**config.mk**
```make
export PLATFORM = sky130hd
export DESIGN_NAME = program_counter_stack
export DESIGN_NICKNAME = d
export VERILOG_FILES = /design/src/rtl/program_counter_stack.sv
export SDC_FILE = /design/constraint.sdc
export NUM_CORES = 1
export LEC_CHECK = 0
export CELL_PAD_IN_SITES_DETAIL_PLACEMENT = 1
export CELL_PAD_IN_SITES_GLOBAL_PLACEMENT = 1
export CORE_MARGIN = 4
export CORE_UTILIZATION = 40
export DETAILED_ROUTE_END_ITERATION = 10
export GPL_TIMING_DRIVEN = 0
export PLACE_DENSITY = 0.82
export SYNTH_ARGS = -nofsm -noshare
export SYNTH_HDL_FRONTEND = slang
export SYNTH_SLANG_ARGS = --single-unit
```
**constraint.sdc**
```tcl
create_clock -name clock -period 3.85 [get_ports clock]
set_input_delay 0.385 -clock clock [delete_from_list [all_inputs] [get_ports clock]]
set_output_delay 0.385 -clock clock [all_outputs]
set_load 0.01 [all_outputs]
```
**src/rtl/program_counter_stack.sv**
```systemverilog
// program_counter_stack: fetch-stage PC with an integrated return-address stack.
// Define PC_STACK_TRAP_EN to vector stack overflow/underflow to TRAP_ADDR.
module program_counter_stack #(
  parameter int ADDR_WIDTH = 20,
  parameter int STACK_DEPTH = 8,
  parameter logic [ADDR_WIDTH-1:0] RESET_ADDR = '0,
  parameter logic [ADDR_WIDTH-1:0] TRAP_ADDR = 20'hFFFF0
) (
  input  logic                               clock,
  input  logic                               reset,
  input  logic [2:0]                         flagPC,
  input  logic [ADDR_WIDTH-1:0]              newAddress,
  input  logic                               clearFlags,
  output logic [ADDR_WIDTH-1:0]              address,
  output logic [ADDR_WIDTH-1:0]              topAddress,
  output logic [$clog2(STACK_DEPTH+1)-1:0]   stackDepth,
  output logic                               stackFull,
  output logic                               stackEmpty,
  output logic                               stackOverflow,
  output logic                               stackUnderflow
);
  localparam int DW = $clog2(STACK_DEPTH+1);
  localparam int IW = $clog2(STACK_DEPTH);
`ifdef PC_STACK_TRAP_EN
  localparam bit TRAP_EN = 1'b1;
`else
  localparam bit TRAP_EN = 1'b0;
`endif
  logic [ADDR_WIDTH-1:0] address_q, address_d, next_seq;
  logic [DW-1:0]         depth_q, depth_d;
  logic                  overflow_q, overflow_d, underflow_q, underflow_d;
  logic                  full, empty, call, ret, push;
  logic [IW-1:0]         wr_idx, rd_idx;
  logic [ADDR_WIDTH-1:0] stack_q [STACK_DEPTH];
  assign full     = depth_q == DW'(STACK_DEPTH);
  assign empty    = depth_q == '0;
  assign call     = flagPC == 3'd4;
  assign ret      = flagPC == 3'd5;
  assign push     = call && !full;
  assign next_seq = address_q + 1'b1;
  assign wr_idx   = IW'(depth_q);
  assign rd_idx   = IW'(depth_q - 1'b1);
  always_comb begin
    address_d = address_q;
    depth_d   = depth_q;
    case (flagPC)
      3'd1: address_d = next_seq;
      3'd2: address_d = newAddress;
      3'd3: address_d = address_q + newAddress;
      3'd4: begin
        address_d = (full && TRAP_EN) ? TRAP_ADDR : newAddress;
        depth_d   = full ? depth_q : depth_q + 1'b1;
      end
      3'd5: begin
        address_d = !empty ? stack_q[rd_idx] : TRAP_EN ? TRAP_ADDR : address_q;
        depth_d   = empty ? depth_q : depth_q - 1'b1;
      end
      default: ;
    endcase
    // a new error in the same cycle as clearFlags wins
    overflow_d  = (call && full) || (overflow_q && !clearFlags);
    underflow_d = (ret && empty) || (underflow_q && !clearFlags);
  end
  always_ff @(posedge clock or posedge reset) begin
    if (reset) begin
      address_q   <= RESET_ADDR;
      depth_q     <= '0;
      overflow_q  <= 1'b0;
      underflow_q <= 1'b0;
    end else begin
      address_q   <= address_d;
      depth_q     <= depth_d;
      overflow_q  <= overflow_d;
      underflow_q <= underflow_d;
    end
  end
  // stack storage needs no reset; entries below the pointer stay untouched on pop
  always_ff @(posedge clock) begin
    if (push) stack_q[wr_idx] <= next_seq;
  end
  assign address        = address_q;
  assign topAddress     = empty ? '0 : stack_q[rd_idx];
  assign stackDepth     = depth_q;
  assign stackFull      = full;
  assign stackEmpty     = empty;
  assign stackOverflow  = overflow_q;
  assign stackUnderflow = underflow_q;
endmodule

```
==> flow_summary.yaml, run 1 <==
route:
  drt-initial-drc-count: 772
  vias: 6742
  drc: 0
  ant_nets: 0
  avgRoutedWirePerCell_um: 27.1
  routed_wl_um: 29500
  first_pass_iters: 6
  via_per_inst: 6.20
global_route:
  antenna_found_initial: 0
  overflow: 0
  gr-usage-met1_pct: 32.1
  grt_pass1_vias: 7025
  grt_pass1_wl_um: 44700
  grt_max_degree: 27
  use_met2_pct: 36.8
  top_usage_layer: "met2"
  met3_usage_pct: 4.15
  track_usage_pct: 23.4
clock_network:
  clkSinkCount: 186
  clk_latency_ns: 0.45
  cts_tree: "built"
  cts_made_buffers: 17
  cts_buffer_depth: 2
  path_clk_slew_ns: 0.08
  cts_hold_buf: 0
  htree_levels: 4
  cts-root-buf: "clkbuf_16"
die:
  coreArea_mm2: 0.0226
  initial_utilization_pct: 40.6
  row_count: 55
  die_h_um: 160
  die_w_um: 160
  pin_count: 74
  dieArea_mm2: 0.0255
placed_design:
  dp_hpwl_um: 21400
  place_inst: 1051
  place_area_mm2: 0.0104
  gp_congestion: 0.873
  port_buffers: 71
sta:
  slew_headroom_pct: 22.1
  skew_ns: 0.0151
  slew_viol_final: 0
  rsz0062_at_grt: "no"
  worst_pin_slew_ns: 1.17
  period_needed_ns: 3.75
  timing.fmax_ghz: 0.266
  timing.final.hold_violations: 0
  setup_viol_count_final: 0
  finalCritPeriodShare_pct: 97.5
synthesis:
  yosys_warnings: 0
  ys_ff_latch: 186
  yosysMostFrequentCell: "edfxtp_1"
  syn_area_per_cell_um2: 13.4
  synthTopCellsByCount: "edfxtp_1 (160), a21oi_1 (57), nand2_1 (51), nor2_1 (51), mux4_2 (40)"
  syn-instance-count: 687
  yosysTopAreaCellShare_pct: 52.2
  synth_edf_count: 160
  synth.cell_area_mm2: 0.00920
  synthFlopType: "edfxtp_1"
  synth.distinct_cells: 62
  yosysTopAreaCell: "edfxtp_1"
  synth.area.top_cells: "edfxtp_1 (52%), mux4_2 (9.8%), dfrtp_1 (7.1%)"
  ys_async_sr_fraction_pct: 14.0
  seq_area_frac_synth_pct: 59.3
  synth_nets: 736
pwr:
  vdd_drop_max_mv: 0.416
  p_per_area_mw_per_mm2: 861
  p_total_uw: 9730
  p_leak_uw: 0.00389
run:
  cap_violations: 0
worst_setup_path:
  crit_fanout: 11
  worstSetupStartpointType: "register"
  arrival_ns: 3.37
  cp-end-kind: "output port"
  worstSetupPathType: "register to output port"
  r2r_slack_ns: 0.35
  cp.required_ns: 3.46
finish:
  fin_area_mm2: 0.0113
  fillers: 2269
  layout-drive-gt1-share_pct: 16.6
  finalNetCount: 839
  syn_to_final_growth_pct: 22.8
  fin_cells: 1087
  n_antenna_cell: 0
hold_path:
  hp-class: "register to register"
status:
  outcome: "complete, no violations"
==> state kept, by name, indices dropped and copies added, names as in the netlist <==
name	count
stackUnderflow	1
stackOverflow	1
stackDepth	4
stack_q	160
address	20
==> area by class of cell <==
class / instances / area [um^2] / share of cell area, %
buffer: 32 / 201 / 1.78
clock buffer: 19 / 433 / 3.83
clock inverter: 12 / 151 / 1.34
inverter: 19 / 71.3 / 0.631
multi-input combinational: 449 / 3720 / 33.0
sequential: 186 / 5460 / 48.3
tap: 285 / 357 / 3.16
timing repair buffer: 85 / 901 / 7.98
==> routing by layer <==
layer | wire length [um] | up-vias
li1 | - | 2880
met1 | 12200 | 3437
met2 | 14000 | 355
met3 | 2310 | 70
met4 | 1040 | 0
met5 | 0 | -
==> cells by family after synthesis <==
group,share of synthesized area (%)
DFF,59.3
and+or+nand+nor,9.40
AOI/OAI and AO/OA,10.3
muxes,12.1
buffers and inverters,2.33
xor gates and xnor gates,3.33
adders and majority gates,3.21
==> final timing paths <==
kind                                startpoint             end  cells after the start
min in group asynchronous                reset   stackOverflow                      2
worst min-delay path            stackUnderflow  stackUnderflow                      1
worst max-delay path             stackDepth[0]   topAddress[0]                      9
worst max register to register   stackDepth[0]  stack_q[2][11]                     10
worst min register to register  stackUnderflow  stackUnderflow                      1
max in group asynchronous                reset      address[2]                      2
==> through the flow <==
stage | worst slack [ns] | utilization [%] | hold WS, ns | setup TNS (ns)
after floorplan | 0.456 | - | 0.425 | 0
after global placement | -0.816 | 45.4 | 0.474 | -116.42
after detailed placement | -0.948 | 46.2 | 0.472 | -29.10
after CTS | 0.00470 | 49.5 | 0.493 | 0
after global routing | 0.00123 | 49.9 | 0.527 | 0
final | 0.0969 | 49.9 | 0.495 | 0
==> power by group <==
| part | total (uW) | switching (uW) | internal (uW) | leakage, uW |
|---|---|---|---|---|
| registers | 2860 | 265 | 2590 | 0.00176 |
| clock network | 1790 | 780 | 1010 | 0.000261 |
| logic | 5080 | 2720 | 2350 | 0.00186 |
==> critical path, cell delays in order (launching register included) <==
cell,delay (ns)
dfrtp_1,0.40
buf_4,0.20
buf_6,0.18
inv_1,0.15
ha_4,0.18
or3b_2,0.62
inv_1,0.19
buf_2,0.32
nor2_1,0.17
clkdlybuf4s50_1,0.51
==> placed cells by master, fill, tap and decap left out, drive strengths merged, types with 12 or more instances in the layout <==
cell type and n:
o22ai 16, nor2 51, clkbuf 35, ha 22
nand3 17, a21oi 57, xor2 13, xnor2 22
o21ai 28, nand2 51, inv 18, mux4 40
mux2i 19, clkdlybuf4s50 71, nor3 12, edfxtp 160
buf 30, dfrtp 26
==> repair_timing <==
action	CTS	global route
buffers inserted	0	6
setup endpoints to repair	179	14
resized for setup	45	7
No activity file was read; power rests on OpenSTA's default activity.
==> run 2: changes to the inputs <==
--- a/config.mk
+++ b/config.mk
@@ -15,3 +15,4 @@
 export SYNTH_ARGS = -nofsm -noshare
 export SYNTH_HDL_FRONTEND = slang
 export SYNTH_SLANG_ARGS = --single-unit
+export TNS_END_PERCENT = 1
==> flow_summary.yaml, run 2 (synthesis gave the netlist of run 1 again) <==
status:
  outcome: "complete, no violations"
worst_setup_path:
  worstSetupPathType: "register to output port"
  cp-end-kind: "output port"
  critPathMostFrequentCell: "buf_6"
  cp_slowest_cell: "clkdlybuf4s50_1"
  worstPathCellList: "buf_6, buf_6, inv_1, ha_2, buf_6, buf_6, mux4_2, mux2i_4, nor2_1, clkdlybuf4s50_1"
  cp.required_ns: 3.46
  arrival_ns: 3.34
  cp.depth: 10
  crit_fanout: 10
  worstSetupStartpointType: "register"
  cp_top_family: "buffers and inverters"
  path_buf_inv: 6
  worst_r2r_path_depth: 11
  cpPeakStageDelay_ns: 0.51
route:
  routed_wl_um: 29200
  via_per_inst: 6.13
  drc: 0
  vias: 6635
  avgRoutedWirePerCell_um: 27.0
  first_pass_iters: 5
  drt-initial-drc-count: 983
  ant_nets: 0
placed_design:
  port_buffers: 71
  gp_congestion: 0.881
  place_area_mm2: 0.0105
  dp_hpwl_um: 21200
die:
  die_h_um: 160
  pin_count: 74
  coreArea_mm2: 0.0226
  row_count: 55
  initial_utilization_pct: 40.6
  die_w_um: 160
  dieArea_mm2: 0.0255
finish:
  fillers: 2262
  final_cell_mix: "edfxtp_1 (160), clkdlybuf4s50_1 (71), a21oi_1 (57)"
  largest_reg_flops: 160
  syn_to_final_growth_pct: 22.5
  regMostFlops: "stack_q"
  final_common_cell: "edfxtp_1"
  layout-drive-gt1-share_pct: 16.4
  n_antenna_cell: 0
  fin_area_mm2: 0.0113
  finalNetCount: 834
pwr:
  vdd_drop_max_mv: 0.510
  p_leak_uw: 0.00388
  p_per_area_mw_per_mm2: 859
sta:
  slew_headroom_pct: 22.7
  slew_viol_final: 0
  finalCritPeriodShare_pct: 96.8
  setup_viol_count_final: 0
  period_needed_ns: 3.73
  fin_setup_tns_ns: 0
  worst_pin_slew_ns: 1.16
  timing.fmax_ghz: 0.268
  timing.final.hold_violations: 0
  skew_ns: 0.00981
global_route:
  track_usage_pct: 22.9
  grt_pass1_vias: 6961
  use_met2_pct: 37.9
  met3_usage_pct: 4.39
  top_usage_layer: "met2"
  grt_pass1_wl_um: 43800
  gr-usage-met1_pct: 30.5
  grt_max_degree: 27
  overflow: 0
  antenna_found_initial: 0
clock_network:
  path_clk_slew_ns: 0.07
  cts_tree: "built"
  cts_hold_buf: 0
  cts_buffer_depth: 2
  htree_levels: 4
  cts_made_buffers: 17
  cts_setup_buffers: 0
  clkSinkCount: 186
  cts-root-buf: "clkbuf_16"
  clk_latency_ns: 0.44
hold_path:
  whs_path_depth: 1
  hp-class: "register to register"
run:
  cap_violations: 0
## run 2: timing repair
action,in CTS,in global routing
pin swaps,0,0
endpoints found under the setup margin,67,14
endpoints found under the hold margin,0,0
gates resized for setup,43,9
## run 2: routing by layer
metal	up-vias	routed length [um]
met3	61	2290
li1	2868	-
met5	-	0
met1	3370	11800
met2	336	14300
met4	0	836
## run 2: path summary, 6_finish.rpt
path	to	slack [ns]	from
worst max register to register	address[19]	0.51	stackDepth[0]
worst min-delay path	stackOverflow	0.50	stackOverflow
worst max-delay path	topAddress[0]	0.12	stackDepth[0]
worst min register to register	stackOverflow	0.50	stackOverflow
min in group asynchronous	stackUnderflow	0.55	reset
max in group asynchronous	address[8]	2.60	reset
## run 2: layout make-up
class                   count  area, um^2  area share [%]
flip-flops and latches    186        5460            48.4
multi-input cells         449        3710            32.9
repair buffers             80         863            7.66
clock buffers              17         425            3.77
well taps                 285         357            3.16
plain buffers              32         199            1.77
clock inverters            14         186            1.65
inverters                  19        71.3           0.633
## run 2: stage by stage
step	hold WS, ns	total power [uW]	instances	setup WS [ns]	util, %
finish	0.500	9690	1082	0.123	49.8
global route	0.530	10100	1082	-0.00474	49.8
CTS	0.485	9590	1082	-0.0142	49.6
detailed placement	0.492	7330	1052	-0.925	46.2
global placement	0.475	7140	1043	-1.78	45.4
floorplan	0.425	5370	687	-0.0517	-
## run 2: power by group
group          internal [uW]  leakage, uW  total, uW  switching [uW]
Sequential              2590      0.00176       2860             269
Combinational           2270      0.00183       4980            2710
Clock                   1040     0.000287       1850             812
